File: config.mk
export PLATFORM = sky130hd
export DESIGN_NAME = mem_arbiter
export DESIGN_NICKNAME = d
export VERILOG_FILES = /design/src/rtl/dsa_pkg.sv /design/src/rtl/rd_tag_pipe.sv /design/src/rtl/mem_arbiter.sv
export SDC_FILE = /design/constraint.sdc
export NUM_CORES = 1
export LEC_CHECK = 0
export BUFFER_PORTS_ARGS = -buffer_cell sky130_fd_sc_hd__buf_4
export CAP_MARGIN = 20
export CORE_UTILIZATION = 35
export CTS_CLUSTER_SIZE = 30
export DETAILED_ROUTE_END_ITERATION = 7
export PLACE_DENSITY = 0.91
export SYNTH_ARGS = -nofsm -noshare
export SYNTH_HDL_FRONTEND = slang
export SYNTH_SLANG_ARGS = --single-unit
File: constraint.sdc
create_clock -name clk -period 3.05 [get_ports clk]
set_input_delay 0.305 -clock clk [delete_from_list [all_inputs] [get_ports clk]]
set_output_delay 0.305 -clock clk [all_outputs]
set_load 0.05 [all_outputs]
File: src/rtl/dsa_pkg.sv
// Shared types and defaults for the memory arbiter slice.
package dsa_pkg;

  localparam int unsigned DSA_DATA_WIDTH = 8;
  localparam int unsigned DSA_ADDR_WIDTH = 16;

  // State encoding doubles as the owner encoding.
  typedef enum logic [1:0] {
    IDLE = 2'b00,
    OWN0 = 2'b01,
    OWN1 = 2'b10
  } arb_state_e;

  localparam logic [1:0] OWNER_NONE = 2'b00;
  localparam logic [1:0] OWNER_M0   = 2'b01;
  localparam logic [1:0] OWNER_M1   = 2'b10;

endpackage

File: src/rtl/rd_tag_pipe.sv
// Read-tag delay line: tracks which master issued each read so the RAM data
// returning RD_LAT cycles later can be steered back to it.
module rd_tag_pipe #(
  parameter int unsigned RD_LAT = 1
) (
  input  logic clk,
  input  logic reset,
  input  logic in_valid,
  input  logic in_id,
  output logic out_valid,
  output logic out_id
);

  logic [RD_LAT-1:0] vld_q;
  logic [RD_LAT-1:0] id_q;

  // Shift {valid, master_id} one stage per cycle; reset drops in-flight reads.
  always_ff @(posedge clk) begin
    if (reset) begin
      vld_q <= '0;
      id_q  <= '0;
    end else begin
      vld_q[0] <= in_valid;
      id_q[0]  <= in_id;
      for (int i = 1; i < RD_LAT; i++) begin
        vld_q[i] <= vld_q[i-1];
        id_q[i]  <= id_q[i-1];
      end
    end
  end

  assign out_valid = vld_q[RD_LAT-1];
  assign out_id    = id_q[RD_LAT-1];

endmodule

File: src/rtl/mem_arbiter.sv
// Two-master round-robin arbiter in front of a single-port-per-direction RAM.
// m0 = JTAG/debug, m1 = interpolation engine. Ownership is held per burst.
// Optional feature: define MEM_ARB_PERF_EN to build the grant/wait counters;
// otherwise the perf_* ports are tied to zero.
module mem_arbiter
  import dsa_pkg::*;
#(
  parameter int unsigned DATA_WIDTH = DSA_DATA_WIDTH,
  parameter int unsigned ADDR_WIDTH = DSA_ADDR_WIDTH,
  parameter int unsigned RD_LAT     = 1,
  parameter int unsigned MAX_BURST  = 16
) (
  input  logic                  clk,
  input  logic                  reset,
  input  logic                  m0_req_valid,
  input  logic                  m0_req_we,
  input  logic [ADDR_WIDTH-1:0] m0_req_addr,
  input  logic [DATA_WIDTH-1:0] m0_req_wdata,
  input  logic                  m0_req_last,
  output logic                  m0_req_ready,
  output logic                  m0_rsp_valid,
  output logic [DATA_WIDTH-1:0] m0_rsp_rdata,
  input  logic                  m1_req_valid,
  input  logic                  m1_req_we,
  input  logic [ADDR_WIDTH-1:0] m1_req_addr,
  input  logic [DATA_WIDTH-1:0] m1_req_wdata,
  input  logic                  m1_req_last,
  output logic                  m1_req_ready,
  output logic                  m1_rsp_valid,
  output logic [DATA_WIDTH-1:0] m1_rsp_rdata,
  output logic [ADDR_WIDTH-1:0] ram_wraddress,
  output logic [ADDR_WIDTH-1:0] ram_rdaddress,
  output logic [DATA_WIDTH-1:0] ram_data,
  output logic                  ram_wren,
  input  logic [DATA_WIDTH-1:0] ram_q,
  output logic [1:0]            owner,
  output logic [15:0]           perf_grant0,
  output logic [15:0]           perf_grant1,
  output logic [15:0]           perf_wait
);

  // Wide enough to hold MAX_BURST itself so the counter never wraps.
  localparam int unsigned CntW = $clog2(MAX_BURST + 1);

  arb_state_e state_q, state_d;
  logic       rr_q, rr_d;  // 0 = m0 wins next contention, 1 = m1
  logic [CntW-1:0] beat_cnt_q;

  logic                  sel;
  logic                  own_valid;
  logic                  own_we;
  logic                  own_last;
  logic [ADDR_WIDTH-1:0] own_addr;
  logic [DATA_WIDTH-1:0] own_wdata;
  logic                  other_valid;
  logic                  accept;
  logic                  burst_full;
  logic                  enter;
  logic                  rsp_valid;
  logic                  rsp_id;

  assign m0_req_ready = (state_q == OWN0);
  assign m1_req_ready = (state_q == OWN1);
  assign owner        = state_q;

  // Owner request mux and RAM drive; writes only fire on an accepted beat.
  always_comb begin
    sel         = (state_q == OWN1);
    own_valid   = sel ? m1_req_valid : m0_req_valid;
    own_we      = sel ? m1_req_we    : m0_req_we;
    own_last    = sel ? m1_req_last  : m0_req_last;
    own_addr    = sel ? m1_req_addr  : m0_req_addr;
    own_wdata   = sel ? m1_req_wdata : m0_req_wdata;
    other_valid = sel ? m0_req_valid : m1_req_valid;
    accept      = (state_q != IDLE) & own_valid;
    burst_full  = (beat_cnt_q == CntW'(MAX_BURST - 1));

    ram_wraddress = own_addr;
    ram_rdaddress = own_addr;
    ram_data      = own_wdata;
    ram_wren      = accept & own_we;
  end

  // Next-state: grant from IDLE, release on last / full burst / owner drop.
  always_comb begin
    state_d = state_q;
    rr_d    = rr_q;
    unique case (state_q)
      IDLE: begin
        if (m0_req_valid && m1_req_valid) begin
          state_d = rr_q ? OWN1 : OWN0;
        end else if (m0_req_valid) begin
          state_d = OWN0;
        end else if (m1_req_valid) begin
          state_d = OWN1;
        end
      end
      OWN0, OWN1: begin
        if (!own_valid || (accept && (own_last || burst_full))) begin
          rr_d = ~sel;
          if (other_valid) begin
            state_d = sel ? OWN0 : OWN1;
          end else begin
            state_d = IDLE;
          end
        end
      end
      default: state_d = IDLE;
    endcase
    enter = (state_d != IDLE) && (state_d != state_q);
  end

  // State, round-robin pointer and per-grant beat counter.
  always_ff @(posedge clk) begin
    if (reset) begin
      state_q    <= IDLE;
      rr_q       <= 1'b0;
      beat_cnt_q <= '0;
    end else begin
      state_q <= state_d;
      rr_q    <= rr_d;
      if (enter) begin
        beat_cnt_q <= '0;
      end else if (accept && (beat_cnt_q != CntW'(MAX_BURST))) begin
        beat_cnt_q <= beat_cnt_q + CntW'(1);
      end
    end
  end

  rd_tag_pipe #(
    .RD_LAT (RD_LAT)
  ) u_rd_tag_pipe (
    .clk       (clk),
    .reset     (reset),
    .in_valid  (accept & ~own_we),
    .in_id     (sel),
    .out_valid (rsp_valid),
    .out_id    (rsp_id)
  );

  assign m0_rsp_valid = rsp_valid & ~rsp_id;
  assign m1_rsp_valid = rsp_valid & rsp_id;
  assign m0_rsp_rdata = ram_q;
  assign m1_rsp_rdata = ram_q;

`ifdef MEM_ARB_PERF_EN
  logic [15:0] grant0_q, grant1_q, wait_q;
  logic        waiting;

  assign waiting = (m0_req_valid & ~m0_req_ready) | (m1_req_valid & ~m1_req_ready);

  // Saturating grant and wait counters.
  always_ff @(posedge clk) begin
    if (reset) begin
      grant0_q <= '0;
      grant1_q <= '0;
      wait_q   <= '0;
    end else begin
      if (enter && (state_d == OWN0) && (grant0_q != 16'hFFFF)) grant0_q <= grant0_q + 16'd1;
      if (enter && (state_d == OWN1) && (grant1_q != 16'hFFFF)) grant1_q <= grant1_q + 16'd1;
      if (waiting && (wait_q != 16'hFFFF)) wait_q <= wait_q + 16'd1;
    end
  end

  assign perf_grant0 = grant0_q;
  assign perf_grant1 = grant1_q;
  assign perf_wait   = wait_q;
`else
  assign perf_grant0 = '0;
  assign perf_grant1 = '0;
  assign perf_wait   = '0;
`endif

endmodule

Yosys cells after proc, flatten, opt, wreduce, memory -nomap -nowiden
Cells that the tools add are included.
{"block": "classes", "n_addsub": 1, "n_eq_ne": 5, "mux": 14, "bitwise": 8, "n_reduce_logical": 13}
{"cell": "2-to-1 mux 16 bit", "count": 1}
{"cell": "2-to-1 mux 2 bit", "count": 7}
{"cell": "2-to-1 mux 8 bit", "count": 1}
{"cell": "adder 5 x 1 -> 5 bit (second input constant)", "count": 1}
{"cell": "bitwise AND 1 bit", "count": 5}
{"cell": "== test 5 x 4 -> 1 bit (second input constant)", "count": 1}
{"cell": "inequality test 5 bit (second input constant)", "count": 1}
{"cell": "logical AND 1 bit", "count": 4}
{"cell": "2-to-1 mux 1 bit", "count": 4}
{"cell": "case mux 2 bit (2 select lines)", "count": 1}
{"cell": "nonzero test 2 bit", "count": 2}
{"cell": "OR reduction 2 bit", "count": 2}
{"cell": "NOT 1 bit", "count": 3}
{"cell": "== test 2 x 1 -> 1 bit (second input constant)", "count": 1}
{"cell": "== test 2 bit (second input constant)", "count": 1}
{"cell": "logical NOT 2 bit", "count": 1}
{"cell": "logical OR 1 bit", "count": 2}
{"cell": "inequality test 2 bit", "count": 1}
{"cell": "AND reduction 2 bit", "count": 1}
{"cell": "logical NOT 1 bit", "count": 1}
{"block": "word_totals", "register_bits": 10, "inputBits": 64, "wordCells": 46}

Depth between registers and ports, before layout
{"block": "logic_depth", "ltp_word": 10, "mapped_depth": 8}

Hierarchy
From an unflattened synthesis, not the netlist that was laid out.
{"block": "unflattened", "cells_unflattened": 191, "area_unflattened_um2": 1620.3}
{"module": "mem_arbiter", "n_inst": 1, "cells_per_inst": 187, "area_per_inst_um2": 1567.8, "seq_area_each_um2": 160.2}
{"module": "rd_tag_pipe", "n_inst": 1, "cells_per_inst": 4, "area_per_inst_um2": 52.6, "seq_area_each_um2": 40.0}

Worst setup path after synthesis
No wires, ideal clock.
{"block": "synth_path", "path_type": "reg-to-reg", "startpoint": "register state_q[0] (netlist: owner[0])", "endpoint": "register beat_cnt_q[0]", "setup_ps": 86, "arrival_time_ps": 2952, "required_ps": 2964, "slack_ps": 12, "stages_incl_launch_ff": 9, "path_buffers": 1, "period_less_slack_ps": 3038, "path_cell_list": "dfxtp_1 inv_1 ha_1 buf_6 mux2_4 a211o_1 a221oi_1 o22ai_1 a211oi_1"}
{"block": "synth_between", "elab_chain_len": 10}
{"item": "start, declared", "line": "mem_arbiter.sv:45", "text": "arb_state_e state_q, state_d;"}
{"item": "start signal, assigned", "line": "mem_arbiter.sv:120", "text": "state_q <= state_d;"}
{"item": "== test 2 bit *"}
{"item": "net m1_req_ready", "line": "mem_arbiter.sv:28", "text": "output logic m1_req_ready,"}
{"item": "2-to-1 mux 1 bit, on equally long branches", "line": "mem_arbiter.sv:69, mem_arbiter.sv:71"}
{"item": "bitwise AND 1 bit or logical OR 1 bit (tied branches)", "line": "mem_arbiter.sv:75, mem_arbiter.sv:99"}
{"item": "logical AND 1 bit", "line": "mem_arbiter.sv:99", "text": "if (!own_valid || (accept && (own_last || burst_full))) begin"}
{"item": "logical OR 1 bit", "line": "mem_arbiter.sv:99"}
{"item": "2-to-1 mux 2 bit", "line": "mem_arbiter.sv:99"}
{"item": "case mux 2 bit (2 select lines)", "line": "mem_arbiter.sv:88", "text": "unique case (state_q)"}
{"item": "inequality test 2 bit or nonzero test 2 bit (tied branches)", "line": "mem_arbiter.sv:110", "text": "enter = (state_d != IDLE) && (state_d != state_q);"}
{"item": "logical AND 1 bit", "line": "mem_arbiter.sv:110"}
{"item": "OR reduction 2 bit (no source line)"}
{"item": "end signal, assigned", "line": "mem_arbiter.sv:125", "text": "beat_cnt_q <= beat_cnt_q + CntW'(1);"}
{"item": "end, declared", "line": "mem_arbiter.sv:47", "text": "logic [CntW-1:0] beat_cnt_q;"}
The timed path passes the listed nets; every way through them passes the cells marked *.
A chain may end at the register's enable or synchronous reset.

Worst setup path in the final report
{"block": "layout_path", "startpoint": "register state_q[0] (netlist: owner[0])", "endpoint": "register beat_cnt_q[4]"}
{"block": "layout_between", "elab_chain_len": 10}
{"item": "== test 2 bit", "line": "mem_arbiter.sv:68, mem_arbiter.sv:88"}
{"item": "2-to-1 mux 1 bit, on equally long branches", "line": "mem_arbiter.sv:69, mem_arbiter.sv:71"}
{"item": "bitwise AND 1 bit or logical OR 1 bit (tied branches)", "line": "mem_arbiter.sv:75, mem_arbiter.sv:99"}
{"item": "logical AND 1 bit", "line": "mem_arbiter.sv:99"}
{"item": "logical OR 1 bit", "line": "mem_arbiter.sv:99"}
{"item": "2-to-1 mux 2 bit", "line": "mem_arbiter.sv:99"}
{"item": "case mux 2 bit (2 select lines)", "line": "mem_arbiter.sv:88"}
{"item": "inequality test 2 bit or nonzero test 2 bit (tied branches)", "line": "mem_arbiter.sv:110"}
{"item": "logical AND 1 bit", "line": "mem_arbiter.sv:110"}
{"item": "OR reduction 2 bit (no source line)"}
Several ways; a longest one is shown, not always the timed one.

==> impl_metrics.ini <==
[logic_synthesis]
synth-main-ff-cell = dfxtp_1
synth_area_sq_um = 1620
yosys_warnings = 0
synth_top_cell_by_area = buf_4
synthCells = 190
netlist-cell-type-count = 33
synth_top_area_frac = 0.371
synth_seq_cells = 10
synth_most_common_cell = buf_4
netlist_top_cells_count = buf_4, mux2_2, dfxtp_1
syn-mean-instance-area_sq_um = 8.52
synth_seq_area_share = 0.124
synth-edff-count = 0
synthTopCellsByArea = buf_4, mux2_2, dfxtp_1, ha_1, a211oi_1
async_flop_share = 0

[timing]
setup-tns-final_ns = 0
max_slew.worst_pin.slew_ns = 0.575
slew_violations = 0
setup_violations = 0
fmax_mhz = 385
worst_hold_slack_ns = 0.316
hold_viol_final = 0
relSlewSlack = 0.606
fin_crit_sh = 0.852
rsz0062_at_grt = no
fin_worst_skew_ns = 0.000615
layout_min_cycle_time_ns = 2.60

[clock_network]
clkSinkCount = 10
cts_tree = built
root_buffer = clkbuf_8
cts_buffer_depth = 2
post_cts_buffers = 0
cts_buffers = 3
post_cts_resized = 0
cts_hold_buf = 0
htree_levels = 1
path_clk_slew_ns = 0.05
clock_latency_ns = 0.23

[floorplanning]
start_util = 0.367
die_h_microns = 70.0
ios = 175
rows = 24
coreArea_sq_um = 4410
die_w_microns = 70.0
die_area_sq_um = 4900

[routing]
routed-via-count = 1415
routed_wl_microns = 3950
drc_errors = 0
first_pass_iters = 4
avgViaCountPerCell = 4.55
dr.first_iter.drc_count = 78
wl_per_cell_microns = 12.7
postRouteAntennaNets = 0

[cells_and_area]
layout-drive-gt1-share = 0.517
instances_no_fill = 311
area_growth_pct = 27.4
fin_util = 0.467
design_area_sq_um = 2060
nets = 332
antenna_cells = 0

[critical_path]
rrSetupSlack_ns = 0.45
r2r-end = beat_cnt_q[4]$_SDFFE_PP0P_
cp-start-kind = flip-flop
crit_chain = inv_1 > ha_1 > mux2_4 > a211o_1 > a221oi_1 > o22ai_1 > a211oi_1
crit_type = reg -> reg
crit_start = owner[0]$_SDFF_PP0_
max_stage_delay_ns = 0.42
required_ns = 3.20
cp-endpoint = beat_cnt_q[4]$_SDFFE_PP0P_
cp-end-kind = flip-flop
ff2ff_path_depth = 7
reg2reg_from = owner[0]$_SDFF_PP0_
worstPathArrival_ns = 2.75
cp_max_fo = 7
slowest_stage = dfxtp_1

[global_routing]
grt_pass1_wl_microns = 6070
overflow = 0
grt_max_degree = 28
grt_pass1_vias = 1319
antenna_found_initial = 0
grt_usage = 0.154

[place]
dpl_cell_area_sq_um = 2010
gp_congestion = 0.907
place_inst = 307
dpl.hpwl_microns = 3240
portBuffers = 102

[hold_path]
hold_path_class = in -> reg

[pwr]
vdd_drop_max_uv = 332
leakagePower_nw = 1.04
powerDensity_nw_per_um2 = 655

[run]
cap_viol_max_count = 0

[outcome]
status = finished clean
[area by class of cell]
cell class,count,area (sq um)
timing repair buffer,103,773
inverter,8,30.0
clock buffer,4,55.1
sequential,10,200
fill,426,2350
multi-input combinational,134,938
tap,52,65.1
[where the power goes]
group	switching [mW]	total [mW]	internal, mW
Sequential	0.0206	0.169	0.148
Combinational	0.712	1.02	0.305
Clock	0.0515	0.165	0.113
Total	0.784	1.35	0.566
[sequential cells by signal, indices dropped and copies added, names as in the netlist]
register / count
beat_cnt_q: 5
owner: 2
rr_q: 1
u_rd_tag_pipe.out_id: 1
u_rd_tag_pipe.out_valid: 1
[cell usage in the layout, fill, tap and decap left out, types with 3 or more instances in the layout]
| cell | instances |
|---|---|
| a2111oi_0 | 3 |
| a211oi_1 | 7 |
| a221oi_1 | 3 |
| and3_1 | 3 |
| buf_4 | 103 |
| clkbuf_8 | 4 |
| conb_1 | 48 |
| dfxtp_1 | 10 |
| ha_1 | 8 |
| inv_1 | 8 |
| mux2_2 | 25 |
| mux2i_1 | 3 |
| nand2_1 | 5 |
| nor2b_1 | 4 |
| nor3_1 | 4 |
| o21ai_0 | 3 |
[logic make-up after synthesis]
| kind of cell | Yosys count | synth area share |
|---|---|---|
| AOI/OAI and AO/OA | 23 | 0.107 |
| xor gates and xnor gates | 3 | 0.0162 |
| adders and majority gates | 8 | 0.0618 |
| buffers and inverters | 93 | 0.406 |
| DFF | 10 | 0.124 |
| muxes | 29 | 0.202 |
| other | 1 | 0.00232 |
| and+or+nand+nor | 23 | 0.0819 |
[per-stage QoR]
step,setup slack [ns],total power [mW]
detailed placement,0.519,1.18
floorplan,0.0123,1.07
CTS,0.502,1.35
global route,0.265,1.41
global placement,0.721,1.17
finish,0.452,1.35
[per-layer routing]
metal	vias up	GRT usage	routed length, microns
met2	110	0.287	2130
met3	8	0.0433	385
met1	630	0.157	1360
li1	667	-	-
met4	0	0.0689	71
met5	-	0	0
[how the worst min path moves through the flow]
stage                      startpoint                         endpoint  slack, ns  cells after the start
finish                          reset       beat_cnt_q[0]$_SDFFE_PP0P_       0.32                      2
global route                    reset       beat_cnt_q[4]$_SDFFE_PP0P_       0.32                      2
CTS                             reset  u_rd_tag_pipe.out_id$_SDFF_PP0_       0.31                      2
detailed placement              reset  u_rd_tag_pipe.out_id$_SDFF_PP0_       0.56                      2
global placement                reset  u_rd_tag_pipe.out_id$_SDFF_PP0_       0.55                      2
floorplan           rr_q$_SDFFE_PP0P_                rr_q$_SDFFE_PP0P_       0.51                      2
[worst max-delay path, delay by kind of cell, from the launching register on]
kind,cells,cell delay (ns)
mux,1,0.32
buf+inv,1,0.17
compound gates,4,1.32
flops,1,0.42
fa+ha+maj,1,0.28
Power figures use the tool's default switching activity.
